$ cat config.mk
export PLATFORM = sky130hd
export DESIGN_NAME = lreport_gen
export DESIGN_NICKNAME = d
export VERILOG_FILES = /design/src/rtl/lreport_gen.sv
export SDC_FILE = /design/constraint.sdc
export NUM_CORES = 1
export LEC_CHECK = 0
export CAP_MARGIN = 40
export CORE_AREA = 3 3 356 358
export DETAILED_ROUTE_END_ITERATION = 7
export DIE_AREA = 0 0 359 361
export PLACE_DENSITY = 0.49
export SLEW_MARGIN = 20
export SYNTH_ARGS = -nofsm -noshare
export SYNTH_HDL_FRONTEND = slang
export SYNTH_SLANG_ARGS = --single-unit
$ cat constraint.sdc
create_clock -name clk -period 99.9 [get_ports clk]
set_clock_uncertainty 0.2 [all_clocks]
set_input_delay 19.98 -clock clk [delete_from_list [all_inputs] [get_ports clk]]
set_output_delay 19.98 -clock clk [all_outputs]
set_load 0.1 [all_outputs]
$ cat src/rtl/lreport_gen.sv
// Local report generator on the 134-bit UM pipeline: forwards user packets with one
// cycle of latency and inserts counter-snapshot beacon frames toward the CNC.
module lreport_gen #(
  parameter logic [7:0]  LMID       = 8'd11,
  parameter int          CNT_NUM    = 8,
  parameter int          PERIOD_BIT = 20,
  parameter logic [47:0] CNC_MAC    = 48'h010203040506,
  parameter logic [15:0] ETH_TYPE   = 16'h88f7,
  parameter logic [7:0]  PASS_DMID  = 8'd1
) (
  input  logic                   clk,
  input  logic                   rst,
  input  logic                   in_data_wr,
  input  logic [133:0]           in_data,
  input  logic                   in_data_valid,
  input  logic                   in_data_valid_wr,
  output logic                   in_ready,
  output logic                   out_data_wr,
  output logic [133:0]           out_data,
  output logic                   out_data_valid,
  output logic                   out_data_valid_wr,
  input  logic [47:0]            precision_time,
  input  logic [47:0]            local_mac,
  input  logic                   report_en,
  input  logic                   report_req,
  input  logic [64*CNT_NUM-1:0]  cnt_in,
  output logic [15:0]            report_seq,
  output logic [15:0]            report_coalesce_cnt
);

  localparam int         WORDS     = 6 + (CNT_NUM + 1) / 2;
  localparam int         PAD_NUM   = 2 * ((CNT_NUM + 1) / 2);
  localparam int         SNAP_W    = 64 * PAD_NUM;
  localparam int         SEL_W     = $clog2(SNAP_W);
  localparam bit         ODD       = (CNT_NUM % 2) == 1;
  localparam logic [5:0] LAST_IDX  = 6'(WORDS - 1);
  localparam logic [15:0] LEN_BYTES = 16'((WORDS - 2) * 16);
  localparam logic [15:0] CNT_W16   = 16'(CNT_NUM);

  localparam logic [1:0] TAG_HEAD = 2'b01;
  localparam logic [1:0] TAG_BODY = 2'b11;
  localparam logic [1:0] TAG_TAIL = 2'b10;

  localparam logic [1:0] S_IDLE   = 2'd0;
  localparam logic [1:0] S_PASS   = 2'd1;
  localparam logic [1:0] S_REPORT = 2'd2;

  logic [1:0]        state;
  logic [5:0]        idx;
  logic              pending;
  logic [47:0]       ts_rec;
  logic [SNAP_W-1:0] snap;

  logic              trig;
  logic              head_ok;
  logic              start_rpt;
  logic              rpt_done;
  logic [133:0]      rpt_word;
  logic [5:0]        pidx;
  logic [SEL_W-1:0]  sel;
  logic [127:0]      pair;

  assign trig      = (report_en && (precision_time[PERIOD_BIT-1:0] == '0)) || report_req;
  assign head_ok   = in_data_wr && (in_data[133:132] == TAG_HEAD) && in_ready;
  assign start_rpt = (state == S_IDLE) && !head_ok && pending && !in_data_wr;
  assign rpt_done  = (state == S_REPORT) && (idx == LAST_IDX);

  // A trigger landing on the finishing cycle re-arms rather than coalescing.
  always_ff @(posedge clk) begin
    if (rst) begin
      pending             <= 1'b0;
      report_coalesce_cnt <= 16'h0;
    end else if (trig && (!pending || rpt_done)) begin
      pending <= 1'b1;
    end else if (trig) begin
      if (report_coalesce_cnt != 16'hffff)
        report_coalesce_cnt <= report_coalesce_cnt + 16'h1;
    end else if (rpt_done) begin
      pending <= 1'b0;
    end
  end

  always_ff @(posedge clk) begin
    if (trig && (!pending || rpt_done))
      ts_rec <= precision_time;
    if (start_rpt)
      snap <= SNAP_W'(cnt_in);
  end

  always_comb begin
    rpt_word = '0;
    pidx     = idx - 6'd6;
    sel      = SEL_W'({pidx, 7'd0});
    pair     = snap[sel +: 128];
    case (idx)
      6'd0: begin
        rpt_word[133:132] = TAG_HEAD;
        rpt_word[95:88]   = LMID;
      end
      6'd1: rpt_word[133:132] = TAG_BODY;
      6'd2: rpt_word = {TAG_BODY, 4'h0, CNC_MAC, local_mac, ETH_TYPE, 16'h000e};
      6'd3: rpt_word = {TAG_BODY, 4'h0, LEN_BYTES, 112'h0};
      6'd4: rpt_word = {TAG_BODY, 4'h0, 16'h0, report_seq, ts_rec, 48'h0};
      6'd5: rpt_word = {TAG_BODY, 4'h0, CNT_W16, 112'h0};
      default: begin
        // Lower-indexed counter of the pair goes in the upper half.
        rpt_word = {TAG_BODY, 4'h0, pair[63:0], pair[127:64]};
        if (idx == LAST_IDX) begin
          rpt_word[133:132] = TAG_TAIL;
          rpt_word[131:128] = ODD ? 4'd8 : 4'd0;
        end
      end
    endcase
  end

  always_ff @(posedge clk) begin
    if (rst) begin
      state             <= S_IDLE;
      idx               <= 6'd0;
      in_ready          <= 1'b0;
      out_data_wr       <= 1'b0;
      out_data          <= '0;
      out_data_valid    <= 1'b0;
      out_data_valid_wr <= 1'b0;
      report_seq        <= 16'h0;
    end else begin
      out_data_wr       <= 1'b0;
      out_data          <= '0;
      out_data_valid    <= 1'b0;
      out_data_valid_wr <= 1'b0;
      case (state)
        S_IDLE: begin
          in_ready <= 1'b1;
          if (head_ok) begin
            out_data_wr       <= 1'b1;
            out_data          <= {in_data[133:88], PASS_DMID, in_data[79:0]};
            out_data_valid    <= in_data_valid;
            out_data_valid_wr <= in_data_valid_wr;
            state             <= S_PASS;
          end else if (start_rpt) begin
            in_ready <= 1'b0;
            idx      <= 6'd0;
            state    <= S_REPORT;
          end
        end
        S_PASS: begin
          out_data_wr       <= in_data_wr;
          out_data          <= in_data;
          out_data_valid    <= in_data_valid;
          out_data_valid_wr <= in_data_valid_wr;
          if (in_data_wr && (in_data[133:132] == TAG_TAIL))
            state <= S_IDLE;
        end
        S_REPORT: begin
          out_data_wr <= 1'b1;
          out_data    <= rpt_word;
          idx         <= idx + 6'd1;
          if (rpt_done) begin
            out_data_valid    <= 1'b1;
            out_data_valid_wr <= 1'b1;
            report_seq        <= report_seq + 16'h1;
            in_ready          <= 1'b1;
            state             <= S_IDLE;
          end
        end
        default: state <= S_IDLE;
      endcase
    end
  end

endmodule

==> qor.yml <==
outcome:
  status: "finished, final reports clean"
clocking:
  cts_buffers: 88
  cts_tree: "yes"
  cts_setup_buffers: 0
  cts_hold_buf: 0
  cts_resized: 0
  clk_pin_slew_ns: 0.05
  root_buffer: "clkbuf_16"
  cts_max_level: 3
  cts_buffer_depth: 3
  clock_latency_ns: 0.67
  cts.sinks: 739
global_route:
  grt_pass1_wl_um: 153300
  gr-total-overflow: 0
  grt_max_degree: 94
  grtUsageTotal_pct: 16.43
  antenna_found_initial: 26
  grt_pass1_vias: 20740
power_and_ir_drop:
  power_frac_clock_pct: 43.2
  ir_drop_uv: 13.35
  pwr-share-comb_pct: 10.8
  intPower_mw: 0.5844
  power_density_nw_per_um2: 16.73
  seqPwrFrac_pct: 46.0
  total_leakage_power_nw: 14.99
  swShare_pct: 22.96
  power.switching_mw: 0.1742
sta:
  relSlewSlack_pct: 38.62
  tightest_slew_ns: 0.9207
  grt_setup_unrepaired: "false"
  min_period_ns: 23.56
  finalHoldViolations: 0
  setup_violations: 0
  setup_tns_ns: 0
  hold_slack_ns: 0.3207
  period_share_pct: 23.59
  fin_ws_ns: 76.34
  report.final.slew_viol_count: 0
  fmax_mhz: 42.44
place:
  dpl_cell_area_sq_um: 42210
  dp_slack_ns: 75.47
  globalplace.congestion: 0.8187
  numPortBuffers: 918
  dpl.hpwl_um: 84670
critical_path:
  worstSetupPathType: "input pin to flop"
  crit_fanout: 57
  crit_required_ns: 100.02
  cp.arrival_ns: 23.68
  cp-end-kind: "flop"
  cp-start-kind: "input pin"
  worst-r2r-cell-count: 10
flow_run:
  max_cap_violations: 0
finish:
  mostFrequentLayoutCells: "clkdlybuf4s50_1 (913), edfxtp_1 (560), dfxtp_1 (177), mux4_2 (128), a22oi_1 (122)"
  final_layout_size_suffix_gt1_share_pct: 18.24
  final_nets: 3464
  syn2layout_area_growth_pct: 66.05
  fill_cells: 11580
  stdcell_area_sq_um: 45350
  final_common_cell: "clkdlybuf4s50_1"
synthesis:
  netlist_instances: 1583
  synth_nets: 2338
  ys_ff_latch: 739
  yosysSeqAreaShare_pct: 74.69
  synth-edff-count: 560
  synth_area_sq_um: 27310
  synthDistinctLibCells: 54
  syn-mean-instance-area_sq_um: 17.25
  synth_top_area_share_pct: 61.57
  yosysTopAreaCell: "edfxtp_1"
  ys.flop_type: "edfxtp_1"
  async_flop_share_pct: 0
  synth_warnings: 0
  synth_area_leaders: "edfxtp_1 (62%), dfxtp_1 (13%), mux4_2 (11%)"
floorplanning:
  io_pins: 919
  coreArea_sq_um: 123600
  die_w_um: 359
  start_util_pct: 22.09
  num_rows: 129
  die_y_um: 361
  dieArea_sq_um: 129600
drt:
  first_pass_iters: 5
  drc_errors: 0
  num_vias: 19290
  drt_iter0_markers: 1308
  drtAntennaViolNets: 0
  totalWireLength_um: 110400
  post_drt_wl_per_cell_um: 24.87
  vias_per_cell: 4.346
min_path:
  min_path_type: "flop to flop"
  whs_path_depth: 2
cells by family (layout without fill, tap and decap cells):
group	Yosys count	in the layout	synth area share (%)
simple gates	276	276	4.696
flops	739	739	74.69
mux	153	153	11.51
xor+xnor	11	11	0.3528
compound gates	292	292	6.794
fa+ha+maj	6	6	0.2749
buf+inv	106	1308	1.686
other cells	0	16	0
cells in the mapped netlist (all sizes together) (12+ instances only):
cell / n
nor3: 19
a22oi: 122
edfxtp: 560
clkbuf: 47
nor2: 93
inv: 12
a21oi: 57
nand2: 89
o21ai: 84
buf: 47
mux4: 128
dfxtp: 179
mux2i: 17
routing by layer:
| layer | share of wire (%) | wire (um) | GRT usage [%] | vias up |
|---|---|---|---|---|
| met5 | 0.082 | 91 | 0 | - |
| met4 | 2.6 | 2877 | 4.987 | 14 |
| met3 | 7.2 | 7972 | 4.571 | 162 |
| met2 | 52 | 57740 | 29.61 | 821 |
| met1 | 38 | 41700 | 18.87 | 9722 |
| li1 | - | - | - | 8570 |
sequential cells by signal, summed over array words and instances (netlist names), 2 cells and up:
signal,count
state,2
snap,512
idx,6
ts_rec,48
out_data,134
report_coalesce_cnt,16
report_seq,16
worst max-delay path, stage by stage:
cell and delay, ns:
clkdlybuf4s50_1 0.55, nor4_2 0.37, buf_4 0.52, buf_4 0.42, buf_16 0.29, buf_4 0.39
buf_16 0.29, buf_4 0.40, buf_16 0.29
layout make-up:
cell class / count / area (sq um) / share of cell area (%)
multi-input cells: 738 / 6544 / 14.43
clock buffers: 113 / 2367 / 5.220
flip-flops and latches: 739 / 20410 / 45.00
well taps: 1637 / 2048 / 4.516
repair buffers: 1130 / 13280 / 29.28
clock inverters: 53 / 623.1 / 1.374
inverters: 12 / 45.04 / 0.09932
diodes: 16 / 40.04 / 0.08828
power by group through the flow:
| stage | combinational [mW] | sequential (mW) | clock, mW |
|---|---|---|---|
| global placement | 0.0726 | 0.356 | 0 |
| floorplan | 0.0197 | 0.381 | 0 |
| detailed placement | 0.0824 | 0.355 | 0 |
| CTS | 0.0827 | 0.349 | 0.339 |
| finish | 0.0820 | 0.349 | 0.328 |
| global route | 0.0864 | 0.350 | 0.350 |
stage by stage:
stage	std cells	power [mW]	util [%]
floorplan	1583	0.4010	-
global placement	4072	0.4282	31.10
detailed placement	4251	0.4377	34.14
CTS	4417	0.7702	36.56
global route	4432	0.7857	36.67
finish	4438	0.7586	36.68
worst paths after layout:
| kind | slack, ns | startpoint | endpoint |
|---|---|---|---|
| max | 76.34 | in_data_wr | snap[14] |
| min | 0.32 | report_coalesce_cnt[11] | report_coalesce_cnt[11] |
| max reg2reg | 95.52 | pending | snap[14] |
| min reg2reg | 0.32 | report_coalesce_cnt[11] | report_coalesce_cnt[11] |
(Power assumes the default switching activity.)
